===== config.mk =====
export PLATFORM = sky130hd
export DESIGN_NAME = mlcd_bus_arbiter
export DESIGN_NICKNAME = d
export VERILOG_FILES = /design/src/rtl/mlcd_bus_arbiter.sv
export SDC_FILE = /design/constraint.sdc
export NUM_CORES = 1
export LEC_CHECK = 0
export ABC_AREA = 1
export ABC_CLOCK_PERIOD_IN_PS = 3600
export BUFFER_PORTS_ARGS = -buffer_cell sky130_fd_sc_hd__clkbuf_2
export CAP_MARGIN = 5
export CORE_MARGIN = 2
export CORE_UTILIZATION = 45
export DETAILED_ROUTE_END_ITERATION = 10
export GPL_TIMING_DRIVEN = 0
export PLACE_DENSITY = 0.72
export SETUP_SLACK_MARGIN = 0.05
export SYNTH_ARGS = -nofsm -noshare
export SYNTH_HDL_FRONTEND = slang
export SYNTH_SLANG_ARGS = --single-unit

===== constraint.sdc =====
create_clock -name clk -period 3.6 [get_ports clk]
set_input_delay 0.18 -clock clk [delete_from_list [all_inputs] [get_ports clk]]
set_output_delay 0.18 -clock clk [all_outputs]
set_load 0.1 [all_outputs]

===== src/rtl/mlcd_bus_arbiter.sv =====
// Intel 8080 LCD bus arbiter: command writes vs. atomic pixel bursts, with parameterised WR strobe timing.
// Optional HOLD-state watchdog enabled by defining MLCD_ARB_WDOG_EN.
module mlcd_bus_arbiter #(
    parameter int DW      = 16,
    parameter int WR_LOW  = 1,
    parameter int WR_HIGH = 1,
    parameter int TIMEOUT = 1024
) (
    input  logic          clk,
    input  logic          rst,
    input  logic          lcd_init_done,
    input  logic          cmd_req,
    input  logic          cmd_rs,
    input  logic [DW-1:0] cmd_data,
    output logic          cmd_ack,
    input  logic          pix_valid,
    input  logic [DW-1:0] pix_data,
    input  logic          pix_last,
    output logic          pix_ready,
    output logic          grant_pix,
    output logic          busy,
    output logic          wdog_flag,
    output logic          mlcd_cs,
    output logic          mlcd_wr,
    output logic          mlcd_rs,
    output logic [DW-1:0] mlcd_data
);

    localparam int MAXW = (WR_LOW > WR_HIGH) ? WR_LOW : WR_HIGH;
    localparam int CW   = $clog2(MAXW) + 1;
    localparam logic [CW-1:0] LO_LOAD = CW'(WR_LOW - 1);
    localparam logic [CW-1:0] HI_LOAD = CW'(WR_HIGH - 1);

    if (WR_LOW < 1 || WR_HIGH < 1 || TIMEOUT < 1) begin : g_param_check
        $error("mlcd_bus_arbiter: WR_LOW, WR_HIGH and TIMEOUT must all be >= 1");
    end

    typedef enum logic [1:0] {
        S_IDLE  = 2'd0,
        S_WR_LO = 2'd1,
        S_WR_HI = 2'd2,
        S_HOLD  = 2'd3
    } state_t;

    state_t        state_q;
    logic [CW-1:0] cnt_q;
    logic          own_pix_q;
    logic          last_q;
    logic          cs_q;
    logic          wr_q;
    logic          rs_q;
    logic [DW-1:0] data_q;
    logic          ack_q;
    logic          grant_q;
    logic          pix_ready_d;

`ifdef MLCD_ARB_WDOG_EN
    localparam int WDW = $clog2(TIMEOUT) + 1;
    localparam logic [WDW-1:0] WD_LAST = WDW'(TIMEOUT - 1);
    logic [WDW-1:0] wcnt_q;
    logic           wdog_q;
`endif

    // The pixel side may hand over a beat in IDLE, on the last WR_HI cycle of a non-final beat, or in HOLD.
    always_comb begin
        pix_ready_d = 1'b0;
        case (state_q)
            S_IDLE:  pix_ready_d = lcd_init_done & ~cmd_req;
            S_WR_HI: pix_ready_d = own_pix_q & ~last_q & (cnt_q == '0);
            S_HOLD:  pix_ready_d = 1'b1;
            default: pix_ready_d = 1'b0;
        endcase
    end

    always_ff @(posedge clk) begin
        if (rst) begin
            state_q   <= S_IDLE;
            cnt_q     <= '0;
            own_pix_q <= 1'b0;
            last_q    <= 1'b0;
            cs_q      <= 1'b1;
            wr_q      <= 1'b1;
            rs_q      <= 1'b0;
            data_q    <= '0;
            ack_q     <= 1'b0;
            grant_q   <= 1'b0;
`ifdef MLCD_ARB_WDOG_EN
            wcnt_q    <= '0;
            wdog_q    <= 1'b0;
`endif
        end else begin
            ack_q <= 1'b0;
`ifdef MLCD_ARB_WDOG_EN
            wdog_q <= 1'b0;
`endif
            case (state_q)
                S_IDLE: begin
                    cs_q <= 1'b1;
                    wr_q <= 1'b1;
                    if (cmd_req) begin
                        rs_q      <= cmd_rs;
                        data_q    <= cmd_data;
                        own_pix_q <= 1'b0;
                        last_q    <= 1'b0;
                        cs_q      <= 1'b0;
                        wr_q      <= 1'b0;
                        cnt_q     <= LO_LOAD;
                        state_q   <= S_WR_LO;
                    end else if (pix_valid && lcd_init_done) begin
                        rs_q      <= 1'b1;
                        data_q    <= pix_data;
                        last_q    <= pix_last;
                        own_pix_q <= 1'b1;
                        grant_q   <= 1'b1;
                        cs_q      <= 1'b0;
                        wr_q      <= 1'b0;
                        cnt_q     <= LO_LOAD;
                        state_q   <= S_WR_LO;
                    end
                end
                S_WR_LO: begin
                    if (cnt_q == '0) begin
                        wr_q    <= 1'b1;
                        cnt_q   <= HI_LOAD;
                        state_q <= S_WR_HI;
                    end else begin
                        cnt_q <= cnt_q - CW'(1);
                    end
                end
                S_WR_HI: begin
                    if (cnt_q != '0) begin
                        cnt_q <= cnt_q - CW'(1);
                    end else if (!own_pix_q) begin
                        ack_q   <= 1'b1;
                        cs_q    <= 1'b1;
                        state_q <= S_IDLE;
                    end else if (last_q) begin
                        grant_q   <= 1'b0;
                        own_pix_q <= 1'b0;
                        cs_q      <= 1'b1;
                        state_q   <= S_IDLE;
                    end else if (pix_valid) begin
                        data_q  <= pix_data;
                        last_q  <= pix_last;
                        wr_q    <= 1'b0;
                        cnt_q   <= LO_LOAD;
                        state_q <= S_WR_LO;
                    end else begin
`ifdef MLCD_ARB_WDOG_EN
                        wcnt_q  <= '0;
`endif
                        state_q <= S_HOLD;
                    end
                end
                S_HOLD: begin
                    // Bus stays locked to the pixel stream; pending commands wait for the burst end.
                    if (pix_valid) begin
                        data_q  <= pix_data;
                        last_q  <= pix_last;
                        wr_q    <= 1'b0;
                        cnt_q   <= LO_LOAD;
                        state_q <= S_WR_LO;
`ifdef MLCD_ARB_WDOG_EN
                        wcnt_q  <= '0;
                    end else if (wcnt_q == WD_LAST) begin
                        grant_q   <= 1'b0;
                        own_pix_q <= 1'b0;
                        cs_q      <= 1'b1;
                        wdog_q    <= 1'b1;
                        wcnt_q    <= '0;
                        state_q   <= S_IDLE;
                    end else begin
                        wcnt_q <= wcnt_q + WDW'(1);
`endif
                    end
                end
                default: state_q <= S_IDLE;
            endcase
        end
    end

    assign cmd_ack   = ack_q;
    assign pix_ready = pix_ready_d;
    assign grant_pix = grant_q;
    assign busy      = (state_q != S_IDLE);
    assign mlcd_cs   = cs_q;
    assign mlcd_wr   = wr_q;
    assign mlcd_rs   = rs_q;
    assign mlcd_data = data_q;
`ifdef MLCD_ARB_WDOG_EN
    assign wdog_flag = wdog_q;
`else
    assign wdog_flag = 1'b0;
`endif

endmodule


==> results of run 1 <==
## registers in the layout, summed over array words and instances, names as in the netlist
| name | flops |
|---|---|
| grant_pix | 1 |
| cmd_ack | 1 |
| mlcd_rs | 1 |
| mlcd_wr | 1 |
| mlcd_data | 16 |
| own_pix_q | 1 |
| state_q | 2 |
| last_q | 1 |
| mlcd_cs | 1 |
## worst max-delay path, delay by kind of cell (launching register included)
kind                     cells  cell delay (ns)
AND/OR/NAND/NOR              1             0.21
buffers and inverters        3             0.65
flip-flops                   1             0.38
AO/OA/AOI/OAI                1             0.22
adder cells (fa/ha/maj)      1             0.35
## per-layer routing
layer | vias to the layer above | share of wire | global-route usage | routed length (um)
met4 | 0 | 0.012 | 0.06667 | 45
met3 | 4 | 0.054 | 0.03243 | 197
met2 | 46 | 0.46 | 0.3293 | 1676
li1 | 890 | - | - | -
met5 | - | 0 | 0 | 0
met1 | 702 | 0.47 | 0.2661 | 1730
## layout by cell type (no fill, tap or decap)
cell | synthesis | layout
sky130_fd_sc_hd__nand2_1 | 85 | 85
sky130_fd_sc_hd__clkbuf_4 | 0 | 3
sky130_fd_sc_hd__buf_4 | 1 | 1
sky130_fd_sc_hd__clkbuf_2 | 0 | 61
sky130_fd_sc_hd__clkbuf_1 | 0 | 1
sky130_fd_sc_hd__a31oi_1 | 1 | 1
sky130_fd_sc_hd__a21o_1 | 2 | 2
sky130_fd_sc_hd__a21oi_1 | 6 | 6
sky130_fd_sc_hd__nand4_1 | 1 | 1
sky130_fd_sc_hd__nand2_2 | 1 | 1
sky130_fd_sc_hd__inv_2 | 2 | 2
sky130_fd_sc_hd__buf_2 | 6 | 6
sky130_fd_sc_hd__o211ai_1 | 1 | 1
sky130_fd_sc_hd__a21oi_2 | 1 | 1
sky130_fd_sc_hd__nor2_1 | 45 | 45
sky130_fd_sc_hd__ha_1 | 8 | 8
sky130_fd_sc_hd__inv_1 | 27 | 27
sky130_fd_sc_hd__nand3_1 | 23 | 23
sky130_fd_sc_hd__conb_1 | 1 | 1
sky130_fd_sc_hd__nor2_2 | 1 | 1
sky130_fd_sc_hd__or2_2 | 1 | 1
sky130_fd_sc_hd__nand3_2 | 1 | 1
sky130_fd_sc_hd__buf_6 | 3 | 3
sky130_fd_sc_hd__dfxtp_1 | 25 | 25
sky130_fd_sc_hd__nor2_4 | 1 | 1
sky130_fd_sc_hd__o21ai_0 | 7 | 7
## worst min-delay path by stage
stage                        endpoint  slack [ns]  cells after the start
2_1_floorplan  grant_pix$_SDFFE_PP0P_        0.25                      1
3_3_place_gp   grant_pix$_SDFFE_PP0P_        0.44                      2
3_5_place_dp   grant_pix$_SDFFE_PP0P_        0.44                      2
4_1_cts        grant_pix$_SDFFE_PP0P_        0.08                      2
5_1_grt        grant_pix$_SDFFE_PP0P_        0.10                      2
6_report       grant_pix$_SDFFE_PP0P_        0.09                      2
## stage by stage
step	cell area (um2)	cells	hold WS, ns	util	worst slack, ns
3_5_place_dp	1899	357	0.4352	0.5737	1.648
3_3_place_gp	1899	357	0.4352	0.5737	1.626
6_report	1926	361	0.09046	0.5816	1.285
4_1_cts	1926	361	0.07512	0.5816	1.267
2_1_floorplan	1536	250	0.2491	-	1.748
5_1_grt	1926	361	0.1018	0.5816	1.161
## power breakdown
part / switching, mW / internal (mW)
Clock: 0.0829 / 0.0433
Combinational: 1.11 / 0.284
Sequential: 0.0624 / 0.383
Total: 1.25 / 0.710
## kinds of logic (layout without fill, tap and decap cells)
kind of cell             after synthesis  after routing
AND/OR/NAND/NOR                      159            159
buffers and inverters                 39            104
adder cells (fa/ha/maj)                8              8
AO/OA/AOI/OAI                         18             18
flip-flops                            25             25
other                                  1              1
## cell type report
cell class                 count  area [um2]  area share
buffer                        10       71.32     0.03704
clock buffer                   4       26.28     0.01365
inverter                      29       108.9     0.05653
multi-input combinational    186       855.8      0.4444
sequential                    25       500.5      0.2599
tap                           46       57.56     0.02989
timing repair buffer          61       305.3      0.1585
==> impl_results.html, run 1 <==
<table>
<tr><th>Metric</th><th>Value</th></tr>
<tr><th colspan="2">Worst setup path</th></tr>
<tr><td>Standard cell with the maximum stage delay on the critical path</td><td>sky130_fd_sc_hd__clkbuf_2</td></tr>
<tr><td>Source of the critical timing path</td><td>state_q[0]$_SDFFE_PP0P_</td></tr>
<tr><td>Delay of the slowest cell on the worst path</td><td>0.44 ns</td></tr>
<tr><td>Worst reg2reg endpoint</td><td>mlcd_data[10]$_SDFFE_PP0P_</td></tr>
<tr><td>Arrival time at the worst endpoint</td><td>2.14 ns</td></tr>
<tr><td>CP startpoint kind</td><td>flop</td></tr>
<tr><td>Crit Path Max Fanout</td><td>7</td></tr>
<tr><td>FF-to-FF path depth</td><td>9</td></tr>
<tr><td>Cell repeated most along the worst path</td><td>sky130_fd_sc_hd__inv_1</td></tr>
<tr><td>R2R setup slack</td><td>1.77 ns</td></tr>
<tr><td>Series of cell instances along the critical path</td><td>inv_1 &gt; ha_1 &gt; nand3_1 &gt; a21o_1 &gt; inv_1 &gt; clkbuf_2</td></tr>
<tr><td>CP required</td><td>3.42 ns</td></tr>
<tr><td>Critical path type</td><td>flop to output port</td></tr>
<tr><td>Capture point of the worst path</td><td>pix_ready</td></tr>
<tr><td>Critical Path End Type</td><td>output port</td></tr>
<tr><td>Critical register-to-register path startpoint</td><td>state_q[0]$_SDFFE_PP0P_</td></tr>
<tr><th colspan="2">Placement</th></tr>
<tr><td>HPWL after DPL</td><td>2880 um</td></tr>
<tr><td>GPL Wtd Cong</td><td>0.9182</td></tr>
<tr><td>Number of buffer cells added on primary ports</td><td>61</td></tr>
<tr><th colspan="2">Job</th></tr>
<tr><td>Max Cap Viol</td><td>0</td></tr>
<tr><th colspan="2">Yosys</th></tr>
<tr><td>Dominant combinational cell family by area after synthesis</td><td>simple AND/OR/NAND/NOR gates</td></tr>
<tr><td>Area leader, netlist</td><td>sky130_fd_sc_hd__dfxtp_1</td></tr>
<tr><td>Portion of the post-synthesis area used by sequential elements</td><td>0.3257</td></tr>
<tr><td>Distinct cell type count of the synthesized netlist</td><td>23</td></tr>
<tr><td>Largest cells by area after synthesis</td><td>sky130_fd_sc_hd__dfxtp_1 (33%), sky130_fd_sc_hd__nand2_1 (21%), sky130_fd_sc_hd__nor2_1 (11%)</td></tr>
<tr><td>Commonest cells post-synth</td><td>sky130_fd_sc_hd__nand2_1 (85), sky130_fd_sc_hd__nor2_1 (45), sky130_fd_sc_hd__inv_1 (27)</td></tr>
<tr><td>Mean cell area of the mapped netlist</td><td>6.146 um2</td></tr>
<tr><td>Number of enable flip-flop cells after synthesis</td><td>0</td></tr>
<tr><td>Simple-gate area share of the yosys netlist</td><td>0.4226</td></tr>
<tr><td>Adder-cell share of the synthesized area</td><td>0.06515</td></tr>
<tr><td>Mapped cell area</td><td>1536 um2</td></tr>
<tr><td>Synthesized instance count</td><td>250</td></tr>
<tr><td>Synth Net Count</td><td>297</td></tr>
<tr><td>Mux contribution to synthesized area</td><td>0</td></tr>
<tr><td>Number of warnings reported in the yosys synthesis log</td><td>0</td></tr>
<tr><td>Post-Synth XOR/XNOR Area</td><td>0</td></tr>
<tr><td>Area fraction in compound gates after synthesis</td><td>0.06678</td></tr>
<tr><td>Ys flop type</td><td>sky130_fd_sc_hd__dfxtp_1</td></tr>
<tr><td>Most frequent cell after synthesis</td><td>sky130_fd_sc_hd__nand2_1</td></tr>
<tr><td>Fraction of synthesis flops using an asynchronous set or reset pin</td><td>0</td></tr>
<tr><td>Top cell type's share of synthesized area</td><td>0.3257</td></tr>
<tr><td>Yosys reg bits</td><td>25</td></tr>
<tr><th colspan="2">Detailed routing</th></tr>
<tr><td>Iter 0 DRT Violations</td><td>57</td></tr>
<tr><td>Via-to-Cell Ratio</td><td>4.548</td></tr>
<tr><td>WL per Instance</td><td>10.11 um</td></tr>
<tr><td>Remaining antenna violation count</td><td>0</td></tr>
<tr><td>DRC violations left</td><td>0</td></tr>
<tr><td>Drt pass-1 iters</td><td>4</td></tr>
<tr><td>Overall via count from detail_route</td><td>1642</td></tr>
<tr><td>DRT Wirelength</td><td>3650 um</td></tr>
<tr><th colspan="2">Timing</th></tr>
<tr><td>Final setup TNS</td><td>0 ns</td></tr>
<tr><td>Final Max Tran Viols</td><td>0</td></tr>
<tr><td>RSZ-0062 raised after global routing</td><td>no</td></tr>
<tr><td>Post-layout minimum cycle time</td><td>2.315 ns</td></tr>
<tr><td>Fmax</td><td>431.9 MHz</td></tr>
<tr><td>Max-slew headroom</td><td>0.6365</td></tr>
<tr><td>Hold violation count in the final report</td><td>0</td></tr>
<tr><td>Worst Max-Slew Pin Slew</td><td>0.5475 ns</td></tr>
<tr><td>Layout Skew</td><td>0.009039 ns</td></tr>
<tr><td>Count of final setup violators</td><td>0</td></tr>
<tr><td>Final clock period utilization by the worst path</td><td>0.6431</td></tr>
<tr><th colspan="2">Clock tree</th></tr>
<tr><td>TritonCTS clock tree</td><td>built</td></tr>
<tr><td>Number of sinks driven by the clock tree</td><td>25</td></tr>
<tr><td>Clock insertion delay at the later pin of the skew report</td><td>0.32 ns</td></tr>
<tr><td>CTS buffer count</td><td>3</td></tr>
<tr><td>Clock slew seen by the registers of the worst setup and hold paths</td><td>0.14 ns</td></tr>
<tr><td>Hold-fix buffers, CTS</td><td>0</td></tr>
<tr><td>Post-CTS Setup Inserts</td><td>0</td></tr>
<tr><td>Clock Tree Buf Depth</td><td>2</td></tr>
<tr><td>Clk Tree Root Cell</td><td>sky130_fd_sc_hd__clkbuf_4</td></tr>
<tr><td>Htree depth</td><td>1</td></tr>
<tr><td>Number of resized instances in the post-cts repair step</td><td>0</td></tr>
<tr><th colspan="2">GRT</th></tr>
<tr><td>Maximum number of pins on one net before global-route repair</td><td>14</td></tr>
<tr><td>Wire length of the first global-routing pass</td><td>6341 um</td></tr>
<tr><td>Number of antenna violations at the first check in global routing</td><td>0</td></tr>
<tr><td>Final global-route overflow total</td><td>0</td></tr>
<tr><td>Vias in the first global route</td><td>1427</td></tr>
<tr><td>Combined global-route utilization of all metal layers</td><td>0.1997</td></tr>
<tr><th colspan="2">Die</th></tr>
<tr><td>Die area</td><td>3898 um2</td></tr>
<tr><td>Chip Height</td><td>62.43 um</td></tr>
<tr><td>Top Ports</td><td>63</td></tr>
<tr><td>Die Span X</td><td>62.43 um</td></tr>
<tr><td>Core Footprint</td><td>3311 um2</td></tr>
<tr><td>Site Rows</td><td>21</td></tr>
<tr><td>Initial Util</td><td>0.4641</td></tr>
<tr><th colspan="2">Min path</th></tr>
<tr><td>Worst hold path class</td><td>primary input to flop</td></tr>
<tr><td>Hold path startpoint</td><td>rst</td></tr>
<tr><th colspan="2">Pwr</th></tr>
<tr><td>Leak pwr</td><td>1.146 nW</td></tr>
<tr><td>Maximum vdd ir drop</td><td>0.7950 mV</td></tr>
<tr><td>Sum of internal, switching and leakage power</td><td>1.965 mW</td></tr>
<tr><td>Total power divided by cell area</td><td>1020 nW/um2</td></tr>
<tr><th colspan="2">Final layout</th></tr>
<tr><td>Share of final-layout standard cells stronger than drive strength 1</td><td>0.2603</td></tr>
<tr><td>Net count, final</td><td>363</td></tr>
<tr><td>Antenna cells</td><td>0</td></tr>
<tr><td>Growth of design area from synthesis to finish</td><td>25.33%</td></tr>
<tr><td>Number of fillers in the final layout</td><td>347</td></tr>
<tr><th colspan="2">Outcome</th></tr>
<tr><td>Outcome</td><td>finished clean</td></tr>
</table>
No activity file was read; power rests on OpenSTA's default activity.
==> run 2, diff against run 1 <==
ABC_AREA = 0   (was 1)
ABC_CLOCK_PERIOD_IN_PS = 2000   (was 3600)
CORE_UTILIZATION = 42   (was 45)
clock period = 2 ns   (was 3.6 ns; I/O delays follow)
==> run 2 against run 1 <==
Compared with the run above:
- routed wire length is 6.9% lower
- sequential share of layout area hardly changed
- critical path depth fell by 1
- first-iteration DRC count down 30%
- sequential power is 47% higher
==> impl_results.html, run 2 <==
<table>
<tr><th>Metric</th><th>Value</th></tr>
<tr><th colspan="2">Outcome</th></tr>
<tr><td>Outcome</td><td>finished clean</td></tr>
<tr><th colspan="2">Yosys</th></tr>
<tr><td>Fraction of synthesis flops using an asynchronous set or reset pin</td><td>0 (unchanged)</td></tr>
<tr><td>Area leader, netlist</td><td>sky130_fd_sc_hd__dfxtp_1</td></tr>
<tr><td>Top cell type's share of synthesized area</td><td>0.3549 (+0.02919)</td></tr>
<tr><td>Number of warnings reported in the yosys synthesis log</td><td>0 (unchanged)</td></tr>
<tr><td>Number of enable flip-flop cells after synthesis</td><td>0 (unchanged)</td></tr>
<tr><td>Commonest cells post-synth</td><td>sky130_fd_sc_hd__dfxtp_1 (25), sky130_fd_sc_hd__a21oi_1 (20), sky130_fd_sc_hd__mux2i_1 (17)</td></tr>
<tr><td>Largest cells by area after synthesis</td><td>sky130_fd_sc_hd__dfxtp_1 (35%), sky130_fd_sc_hd__mux2i_1 (12%), sky130_fd_sc_hd__a211oi_2 (8.9%)</td></tr>
<tr><td>Distinct cell type count of the synthesized netlist</td><td>38 (+65%)</td></tr>
<tr><td>Portion of the post-synthesis area used by sequential elements</td><td>0.3549 (+0.02919)</td></tr>
<tr><td>Synthesized instance count</td><td>144 (-42%)</td></tr>
<tr><td>Ys flop type</td><td>sky130_fd_sc_hd__dfxtp_1</td></tr>
<tr><td>Mean cell area of the mapped netlist</td><td>9.792 um2 (+59%)</td></tr>
<tr><td>Synth Net Count</td><td>191 (-36%)</td></tr>
<tr><td>Mapped cell area</td><td>1410 um2 (-8.2%)</td></tr>
<tr><td>Most frequent cell after synthesis</td><td>sky130_fd_sc_hd__dfxtp_1</td></tr>
<tr><td>Yosys reg bits</td><td>25 (unchanged)</td></tr>
<tr><th colspan="2">Die</th></tr>
<tr><td>Chip Height</td><td>61.94 um (-0.78%)</td></tr>
<tr><td>Die area</td><td>3837 um2 (-1.6%)</td></tr>
<tr><td>Site Rows</td><td>21 (unchanged)</td></tr>
<tr><td>Initial Util</td><td>0.4293 (-0.03476)</td></tr>
<tr><td>Top Ports</td><td>63 (unchanged)</td></tr>
<tr><td>Die Span X</td><td>61.94 um (-0.78%)</td></tr>
<tr><td>Core Footprint</td><td>3284 um2 (-0.79%)</td></tr>
<tr><th colspan="2">Pwr</th></tr>
<tr><td>Total power divided by cell area</td><td>1128 nW/um2 (+11%)</td></tr>
<tr><td>Maximum vdd ir drop</td><td>0.5586 mV (-30%)</td></tr>
<tr><td>Leak pwr</td><td>0.8934 nW (-22%)</td></tr>
<tr><th colspan="2">Detailed routing</th></tr>
<tr><td>Remaining antenna violation count</td><td>0 (unchanged)</td></tr>
<tr><td>WL per Instance</td><td>13.02 um (+29%)</td></tr>
<tr><td>DRT Wirelength</td><td>3398 um (-6.9%)</td></tr>
<tr><td>DRC violations left</td><td>0 (unchanged)</td></tr>
<tr><td>Via-to-Cell Ratio</td><td>5.142 (+13%)</td></tr>
<tr><td>Overall via count from detail_route</td><td>1342 (-18%)</td></tr>
<tr><td>Drt pass-1 iters</td><td>4 (unchanged)</td></tr>
<tr><td>Iter 0 DRT Violations</td><td>40 (-30%)</td></tr>
<tr><th colspan="2">Placement</th></tr>
<tr><td>Placed Instance Area</td><td>1783 um2 (-6.1%)</td></tr>
<tr><td>HPWL after DPL</td><td>2506 um (-13%)</td></tr>
<tr><td>Number of buffer cells added on primary ports</td><td>60 (-1.6%)</td></tr>
<tr><td>GPL Wtd Cong</td><td>0.8292 (-9.7%)</td></tr>
<tr><th colspan="2">Final layout</th></tr>
<tr><td>Antenna cells</td><td>0 (unchanged)</td></tr>
<tr><td>Growth of design area from synthesis to finish</td><td>37.09%</td></tr>
<tr><td>Number of fillers in the final layout</td><td>305 (-12%)</td></tr>
<tr><td>Net count, final</td><td>263 (-28%)</td></tr>
<tr><td>Area of all placed cells without fillers</td><td>1933 um2 (+0.39%)</td></tr>
<tr><td>Share of final-layout standard cells stronger than drive strength 1</td><td>0.4837 (+0.2234)</td></tr>
<tr><td>Flip-flop count of the largest register after layout</td><td>16 (unchanged)</td></tr>
<tr><td>Most frequent cells in the layout</td><td>sky130_fd_sc_hd__clkbuf_2 (59), sky130_fd_sc_hd__dfxtp_1 (23), sky130_fd_sc_hd__a21oi_1 (19)</td></tr>
<tr><td>Most frequent standard cell in the layout excluding fill and tap cells</td><td>sky130_fd_sc_hd__clkbuf_2</td></tr>
<tr><th colspan="2">Worst setup path</th></tr>
<tr><td>Worst reg2reg endpoint</td><td>mlcd_data[10]$_SDFFE_PP0P_</td></tr>
<tr><td>Critical register-to-register path startpoint</td><td>state_q[1]$_SDFFE_PP0P_</td></tr>
<tr><td>Arrival time at the worst endpoint</td><td>1.77 ns (-0.37 ns)</td></tr>
<tr><td>Crit Path Max Fanout</td><td>6 (-1)</td></tr>
<tr><td>CP startpoint kind</td><td>flop</td></tr>
<tr><td>FF-to-FF path depth</td><td>7 (-2)</td></tr>
<tr><td>R2R setup slack</td><td>0.15 ns (-1.62 ns)</td></tr>
<tr><td>Critical path type</td><td>flop to output port</td></tr>
<tr><td>Critical Path End Type</td><td>output port</td></tr>
<tr><td>CP required</td><td>1.90 ns (-1.52 ns)</td></tr>
<tr><th colspan="2">Min path</th></tr>
<tr><td>Hold path depth</td><td>2 (unchanged)</td></tr>
<tr><td>Worst hold path class</td><td>primary input to flop</td></tr>
<tr><td>Hold path startpoint</td><td>cmd_rs</td></tr>
<tr><td>WHS Endpoint</td><td>mlcd_rs$_SDFFE_PP0P_</td></tr>
<tr><th colspan="2">GRT</th></tr>
<tr><td>Wire length of the first global-routing pass</td><td>4905 um (-23%)</td></tr>
<tr><td>Number of antenna violations at the first check in global routing</td><td>0 (unchanged)</td></tr>
<tr><td>Vias in the first global route</td><td>1124 (-21%)</td></tr>
<tr><td>Maximum number of pins on one net before global-route repair</td><td>16 (+2)</td></tr>
<tr><td>Combined global-route utilization of all metal layers</td><td>0.1694 (-0.03025)</td></tr>
<tr><td>Final global-route overflow total</td><td>0 (unchanged)</td></tr>
<tr><th colspan="2">Timing</th></tr>
<tr><td>Layout Skew</td><td>0.01448 ns (+0.005437 ns)</td></tr>
<tr><td>Final Max Tran Viols</td><td>0 (unchanged)</td></tr>
<tr><td>Count of final setup violators</td><td>0 (unchanged)</td></tr>
<tr><td>Max-slew headroom</td><td>0.5107 (-0.1259)</td></tr>
<tr><td>RSZ-0062 raised after global routing</td><td>yes</td></tr>
<tr><td>Hold violation count in the final report</td><td>0 (unchanged)</td></tr>
<tr><td>Final setup TNS</td><td>0 ns (unchanged)</td></tr>
<tr><td>Fmax</td><td>534.1 MHz</td></tr>
<tr><td>Post-layout minimum cycle time</td><td>1.872 ns</td></tr>
<tr><td>Final clock period utilization by the worst path</td><td>0.9361</td></tr>
<tr><td>Worst Max-Slew Pin Slew</td><td>0.7340 ns (+0.1865 ns)</td></tr>
<tr><th colspan="2">Clock tree</th></tr>
<tr><td>Clk Tree Root Cell</td><td>sky130_fd_sc_hd__clkbuf_4</td></tr>
<tr><td>Clock Tree Buf Depth</td><td>2 (unchanged)</td></tr>
<tr><td>Number of sinks driven by the clock tree</td><td>25 (unchanged)</td></tr>
<tr><td>Hold-fix buffers, CTS</td><td>0 (unchanged)</td></tr>
<tr><td>CTS buffer count</td><td>3 (unchanged)</td></tr>
<tr><td>Htree depth</td><td>1 (unchanged)</td></tr>
<tr><td>Clock insertion delay at the later pin of the skew report</td><td>0.33 ns (about the same)</td></tr>
<tr><td>Clock slew seen by the registers of the worst setup and hold paths</td><td>0.15 ns (about the same)</td></tr>
<tr><td>TritonCTS clock tree</td><td>built</td></tr>
<tr><th colspan="2">Job</th></tr>
<tr><td>Max Cap Viol</td><td>0 (unchanged)</td></tr>
</table>
==> run 2: cell types whose count changed after synthesis, sizes merged, moves of 15 or more <==
cell / delta
a211oi: +16
a21oi: +15
inv: -24
mux2i: +17
nand2: -84
nand3: -24
nor2: -40
==> run 2: how the worst max path moves through the flow <==
stage	startpoint	end	slack, ns	cells after the start
4_1_cts	state_q[0]$_SDFFE_PP0P_	pix_ready	0.07	5
6_report	state_q[1]$_SDFFE_PP0P_	pix_ready	0.13	5
2_1_floorplan	state_q[1]$_SDFFE_PP0P_	mlcd_rs$_SDFFE_PP0P_	0.08	6
3_5_place_dp	state_q[0]$_SDFFE_PP0P_	mlcd_data[10]$_SDFFE_PP0P_	-0.15	8
3_3_place_gp	state_q[0]$_SDFFE_PP0P_	mlcd_data[2]$_SDFFE_PP0P_	-0.17	8
5_1_grt	state_q[1]$_SDFFE_PP0P_	mlcd_data[10]$_SDFFE_PP0P_	0.02	7
==> run 2: critical path: stages (launching register included) <==
cell and delay [ns]:
sky130_fd_sc_hd__dfxtp_2 0.38, sky130_fd_sc_hd__inv_1 0.21, sky130_fd_sc_hd__ha_1 0.29, sky130_fd_sc_hd__a31oi_2 0.15
sky130_fd_sc_hd__a21oi_4 0.16, sky130_fd_sc_hd__clkbuf_8 0.25
==> run 2: layout make-up <==
| type | count | area (um2) | share of cell area |
|---|---|---|---|
| buffer | 8 | 48.80 | 0.02524 |
| clock buffer | 3 | 22.52 | 0.01165 |
| clock inverter | 1 | 7.507 | 0.003884 |
| inverter | 5 | 22.52 | 0.01165 |
| multi-input combinational | 104 | 894.6 | 0.4628 |
| sequential | 25 | 503.0 | 0.2602 |
| tap | 46 | 57.56 | 0.02977 |
| timing repair buffer | 69 | 376.6 | 0.1948 |
==> run 2: metrics by stage <==
| stage | worst slack (ns) | util | std cells | power [mW] | hold WS, ns |
|---|---|---|---|---|---|
| 2_1_floorplan | 0.08036 | - | 144 | 1.687 | 0.2801 |
| 3_3_place_gp | -0.1721 | 0.5429 | 250 | 1.877 | 0.3702 |
| 3_5_place_dp | -0.1492 | 0.5429 | 250 | 1.886 | 0.3770 |
| 4_1_cts | 0.06541 | 0.5672 | 255 | 2.158 | 0.03353 |
| 5_1_grt | 0.02274 | 0.5886 | 261 | 2.285 | 0.03428 |
| 6_report | 0.1277 | 0.5886 | 261 | 2.180 | 0.03711 |
==> run 2: logic make-up (layout without fill, tap and decap cells) <==
logic type               after synthesis  count (layout)  share of synthesized area
AND/OR/NAND/NOR                       20              20                    0.08343
AO/OA/AOI/OAI                         57              57                     0.3070
buffers and inverters                 15              86                    0.05234
other                                  1               1                   0.002659
multiplexers                          18              18                     0.1287
adder cells (fa/ha/maj)                8               8                    0.07099
flip-flops                            25              25                     0.3549
==> run 2: routing by layer <==
metal	up-vias	GRT usage	routed length, um
li1	680	-	-
met1	608	0.2015	1507
met2	47	0.3036	1616
met3	7	0.02692	201
met4	0	0.06383	72
met5	-	0	0
==> run 2: repair_timing <==
item / 4_1_cts / 5_1_grt
resized for setup: 8 / 6
hold endpoints to repair: 0 / 0
pin swaps: 2 / 2
endpoints found under the setup margin: 15 / 14
buffers inserted: 3 / 6
==> run 2: report_power, final <==
| part | internal [mW] | total [mW] | switching [mW] |
|---|---|---|---|
| combinational | 0.326 | 1.29 | 0.966 |
| clock | 0.0765 | 0.232 | 0.155 |
| sequential | 0.594 | 0.656 | 0.0620 |
| total | 0.997 | 2.18 | 1.18 |
==> run 3, diff against run 2 <==
REMOVE_ABC_BUFFERS = 1   (was unset)
==> run 3 against run 2 <==
Compared with the run above:
- global-route usage grew 0.19 points
- first-iteration DRC count grew 15%
- clock skew shrank 0.011 ns
- count of clock-buffer cells in the layout is the same
- via count shrank 2.4%
- maximum frequency grew 0.29%
- power shrank 0.98%
- critical path type unchanged
- largest power group unchanged
- highest routed layer unchanged
==> impl_results.html, run 3 (synthesis results as in run 2) <==
<table>
<tr><th>Metric</th><th>Value</th></tr>
<tr><th colspan="2">Final layout</th></tr>
<tr><td>Growth of design area from synthesis to finish</td><td>31.14%</td></tr>
<tr><td>Net count, final</td><td>252 (-4.2%)</td></tr>
<tr><td>Share of final-layout standard cells stronger than drive strength 1</td><td>0.4510 (-0.03274)</td></tr>
<tr><td>Most frequent cells in the layout</td><td>sky130_fd_sc_hd__clkbuf_2 (59), sky130_fd_sc_hd__dfxtp_1 (24), sky130_fd_sc_hd__a21oi_1 (19)</td></tr>
<tr><td>Seq. cell area</td><td>501.7 um2 (-0.25%)</td></tr>
<tr><td>Flip-flop count of the largest register after layout</td><td>16 (unchanged)</td></tr>
<tr><td>Area of the multi-input gates</td><td>874.6 um2 (-2.2%)</td></tr>
<tr><td>Number of fillers in the final layout</td><td>313 (+2.6%)</td></tr>
<tr><td>Most frequent standard cell in the layout excluding fill and tap cells</td><td>sky130_fd_sc_hd__clkbuf_2</td></tr>
<tr><td>Antenna cells</td><td>0 (unchanged)</td></tr>
<tr><th colspan="2">GRT</th></tr>
<tr><td>Combined global-route utilization of all metal layers</td><td>0.1714 (+0.001915)</td></tr>
<tr><td>Vias in the first global route</td><td>1036 (-7.8%)</td></tr>
<tr><td>Number of antenna violations at the first check in global routing</td><td>0 (unchanged)</td></tr>
<tr><td>Maximum number of pins on one net before global-route repair</td><td>21 (+5)</td></tr>
<tr><td>Final global-route overflow total</td><td>0 (unchanged)</td></tr>
<tr><td>Wire length of the first global-routing pass</td><td>4802 um (-2.1%)</td></tr>
<tr><th colspan="2">Worst setup path</th></tr>
<tr><td>Source of the critical timing path</td><td>state_q[0]$_SDFFE_PP0P_</td></tr>
<tr><td>CP required</td><td>1.90 ns (about the same)</td></tr>
<tr><td>Cell count along the critical path</td><td>5 (unchanged)</td></tr>
<tr><td>Family with the most delay on the worst path</td><td>buffers and inverters</td></tr>
<tr><td>CP startpoint kind</td><td>flop</td></tr>
<tr><td>Critical register-to-register path startpoint</td><td>state_q[0]$_SDFFE_PP0P_</td></tr>
<tr><td>Arrival time at the worst endpoint</td><td>1.77 ns (about the same)</td></tr>
<tr><td>Capture point of the worst path</td><td>pix_ready</td></tr>
<tr><td>FF-to-FF path depth</td><td>6 (-1)</td></tr>
<tr><td>Worst reg2reg endpoint</td><td>last_q$_SDFFE_PP0P_</td></tr>
<tr><td>Delay of the slowest cell on the worst path</td><td>0.39 ns (about the same)</td></tr>
<tr><td>R2R setup slack</td><td>0.24 ns (+0.09 ns)</td></tr>
<tr><td>Critical path type</td><td>flop to output port</td></tr>
<tr><td>Crit Path Max Fanout</td><td>9 (+3)</td></tr>
<tr><td>Series of cell instances along the critical path</td><td>inv_1 &gt; ha_4 &gt; nand3b_1 &gt; a21oi_2 &gt; clkbuf_8</td></tr>
<tr><td>Buffers &amp; Inverters on Critical Path</td><td>2 (unchanged)</td></tr>
<tr><td>Critical Path End Type</td><td>output port</td></tr>
<tr><td>Standard cell with the maximum stage delay on the critical path</td><td>sky130_fd_sc_hd__dfxtp_2</td></tr>
<tr><th colspan="2">Detailed routing</th></tr>
<tr><td>Remaining antenna violation count</td><td>0 (unchanged)</td></tr>
<tr><td>WL per Instance</td><td>12.94 um (-0.58%)</td></tr>
<tr><td>Overall via count from detail_route</td><td>1310 (-2.4%)</td></tr>
<tr><td>DRT Wirelength</td><td>3236 um (-4.8%)</td></tr>
<tr><td>Iter 0 DRT Violations</td><td>46 (+15%)</td></tr>
<tr><td>Drt pass-1 iters</td><td>4 (unchanged)</td></tr>
<tr><td>DRC violations left</td><td>0 (unchanged)</td></tr>
<tr><td>Via-to-Cell Ratio</td><td>5.240 (+1.9%)</td></tr>
<tr><th colspan="2">Timing</th></tr>
<tr><td>Count of final setup violators</td><td>0 (unchanged)</td></tr>
<tr><td>Fmax</td><td>535.6 MHz (+0.29%)</td></tr>
<tr><td>Final clock period utilization by the worst path</td><td>0.9335 (-0.002677)</td></tr>
<tr><td>Final Max Tran Viols</td><td>0 (unchanged)</td></tr>
<tr><td>RSZ-0062 raised after global routing</td><td>no</td></tr>
<tr><td>Post-layout minimum cycle time</td><td>1.867 ns (-0.005354 ns)</td></tr>
<tr><td>Layout Skew</td><td>0.003062 ns (-0.01141 ns)</td></tr>
<tr><td>Worst Max-Slew Pin Slew</td><td>0.5490 ns (-0.1850 ns)</td></tr>
<tr><td>Max-slew headroom</td><td>0.6356 (+0.1249)</td></tr>
<tr><td>Hold Worst Slack</td><td>0.01432 ns (-0.02280 ns)</td></tr>
<tr><td>Hold violation count in the final report</td><td>0 (unchanged)</td></tr>
<tr><td>Final WS setup</td><td>0.1331 ns (+0.005354 ns)</td></tr>
<tr><th colspan="2">Die</th></tr>
<tr><td>Chip Height</td><td>61.94 um (unchanged)</td></tr>
<tr><td>Initial Util</td><td>0.4293 (unchanged)</td></tr>
<tr><td>Die area</td><td>3837 um2 (unchanged)</td></tr>
<tr><td>Die Span X</td><td>61.94 um (unchanged)</td></tr>
<tr><td>Core Footprint</td><td>3284 um2 (unchanged)</td></tr>
<tr><td>Site Rows</td><td>21 (unchanged)</td></tr>
<tr><td>Top Ports</td><td>63 (unchanged)</td></tr>
<tr><th colspan="2">Pwr</th></tr>
<tr><td>Internal</td><td>0.9733 mW (-2.4%)</td></tr>
<tr><td>Sum of internal, switching and leakage power</td><td>2.159 mW (-0.98%)</td></tr>
<tr><td>Part of the power in combinational logic</td><td>0.582 (-0.011)</td></tr>
<tr><td>Sequential Power Share</td><td>0.304 (+0.003)</td></tr>
<tr><td>Leak pwr</td><td>0.8614 nW (-3.6%)</td></tr>
<tr><td>Clock network power share</td><td>0.115 (+0.009)</td></tr>
<tr><td>Fraction of power spent switching nets</td><td>0.5492 (+0.006638)</td></tr>
<tr><td>Maximum vdd ir drop</td><td>0.5021 mV (-10%)</td></tr>
<tr><td>Reported net switching power</td><td>1.186 mW (+0.23%)</td></tr>
<tr><td>Total power divided by cell area</td><td>1168 nW/um2 (+3.5%)</td></tr>
<tr><th colspan="2">Job</th></tr>
<tr><td>Max Cap Viol</td><td>0 (unchanged)</td></tr>
<tr><th colspan="2">Clock tree</th></tr>
<tr><td>CTS buffer count</td><td>3 (unchanged)</td></tr>
<tr><td>Clk Tree Root Cell</td><td>sky130_fd_sc_hd__clkbuf_4</td></tr>
<tr><td>TritonCTS clock tree</td><td>built</td></tr>
<tr><td>Clock insertion delay at the later pin of the skew report</td><td>0.33 ns (about the same)</td></tr>
<tr><td>Htree depth</td><td>1 (unchanged)</td></tr>
<tr><td>Clock slew seen by the registers of the worst setup and hold paths</td><td>0.15 ns (about the same)</td></tr>
<tr><td>Hold-fix buffers, CTS</td><td>0 (unchanged)</td></tr>
<tr><td>Number of sinks driven by the clock tree</td><td>25 (unchanged)</td></tr>
<tr><td>Clock Tree Buf Depth</td><td>2 (unchanged)</td></tr>
<tr><th colspan="2">Min path</th></tr>
<tr><td>Worst hold path class</td><td>primary input to flop</td></tr>
<tr><td>Hold path depth</td><td>2 (unchanged)</td></tr>
<tr><th colspan="2">Outcome</th></tr>
<tr><td>Outcome</td><td>finished clean</td></tr>
<tr><th colspan="2">Placement</th></tr>
<tr><td>GPL Wtd Cong</td><td>0.8815 (+6.3%)</td></tr>
<tr><td>Number of buffer cells added on primary ports</td><td>61 (+1.7%)</td></tr>
<tr><td>Dpl ws</td><td>-0.6417 ns (-0.4925 ns)</td></tr>
<tr><td>HPWL after DPL</td><td>2286 um (-8.8%)</td></tr>
</table>
## run 3: changes by cell type in the layout (fill, tap and decap cells not counted), sizes merged
cell and change:
clkinvlp -1, clkbuf -1, inv +1, buf -10
## run 3: metrics by stage
stage	area, um2	utilization	setup TNS (ns)	instances
finish	1849	0.5630	0	250
floorplan	1355	-	-1.889	134
global placement	1718	0.5230	-9.251	241
detailed placement	1718	0.5230	-9.966	241
global route	1849	0.5630	0	250
CTS	1831	0.5573	0	250
## run 3: area by class of cell
type / count / share of cell area
clock buffer: 3 / 0.01218
clock inverter: 1 / 0.004060
inverter: 5 / 0.01015
multi-input combinational: 104 / 0.4729
sequential: 25 / 0.2713
tap: 46 / 0.03112
timing repair buffer: 66 / 0.1982
## run 3: what timing repair did
action                                  in CTS  in global routing
resized for setup                            7                  7
endpoints found under the setup margin      18                  3
pin swaps                                    3                  0
setup buffers                                5                  0
## run 3: routing by layer
metal | up-vias | wire [um] | track usage
met3 | 4 | 120 | 0.03727
met2 | 41 | 1596 | 0.2530
met1 | 600 | 1464 | 0.2361
li1 | 665 | - | -
met4 | 0 | 55 | 0.08207
met5 | - | 0 | 0
## run 3: worst min path at each step
| stage | start | end | slack [ns] |
|---|---|---|---|
| 2_1_floorplan | rst | mlcd_data[0]$_SDFFE_PP0P_ | 0.16 |
| 3_5_place_dp | cmd_rs | mlcd_rs$_SDFFE_PP0P_ | 0.37 |
| 4_1_cts | cmd_rs | mlcd_rs$_SDFFE_PP0P_ | 0.01 |
| 6_report | cmd_rs | mlcd_rs$_SDFFE_PP0P_ | 0.01 |
| 3_3_place_gp | cmd_rs | mlcd_rs$_SDFFE_PP0P_ | 0.37 |
| 5_1_grt | cmd_rs | mlcd_rs$_SDFFE_PP0P_ | 0.007 |
## run 3: power by group through the flow
stage / clock network (mW) / registers [mW] / logic (mW)
after floorplan: 0 / 1.24 / 0.409
final: 0.248 / 0.655 / 1.26
after global routing: 0.278 / 0.668 / 1.32
after detailed placement: 0 / 0.662 / 1.19
after global placement: 0 / 0.662 / 1.18
after CTS: 0.251 / 0.651 / 1.25
## run 3: worst reg2reg max path, delay by kind of cell (launching register included)
kind	cells	cell delay (ns)
AND/OR/NAND/NOR	1	0.18
adder cells (fa/ha/maj)	1	0.31
AO/OA/AOI/OAI	3	0.66
flip-flops	1	0.42
buffers and inverters	1	0.13
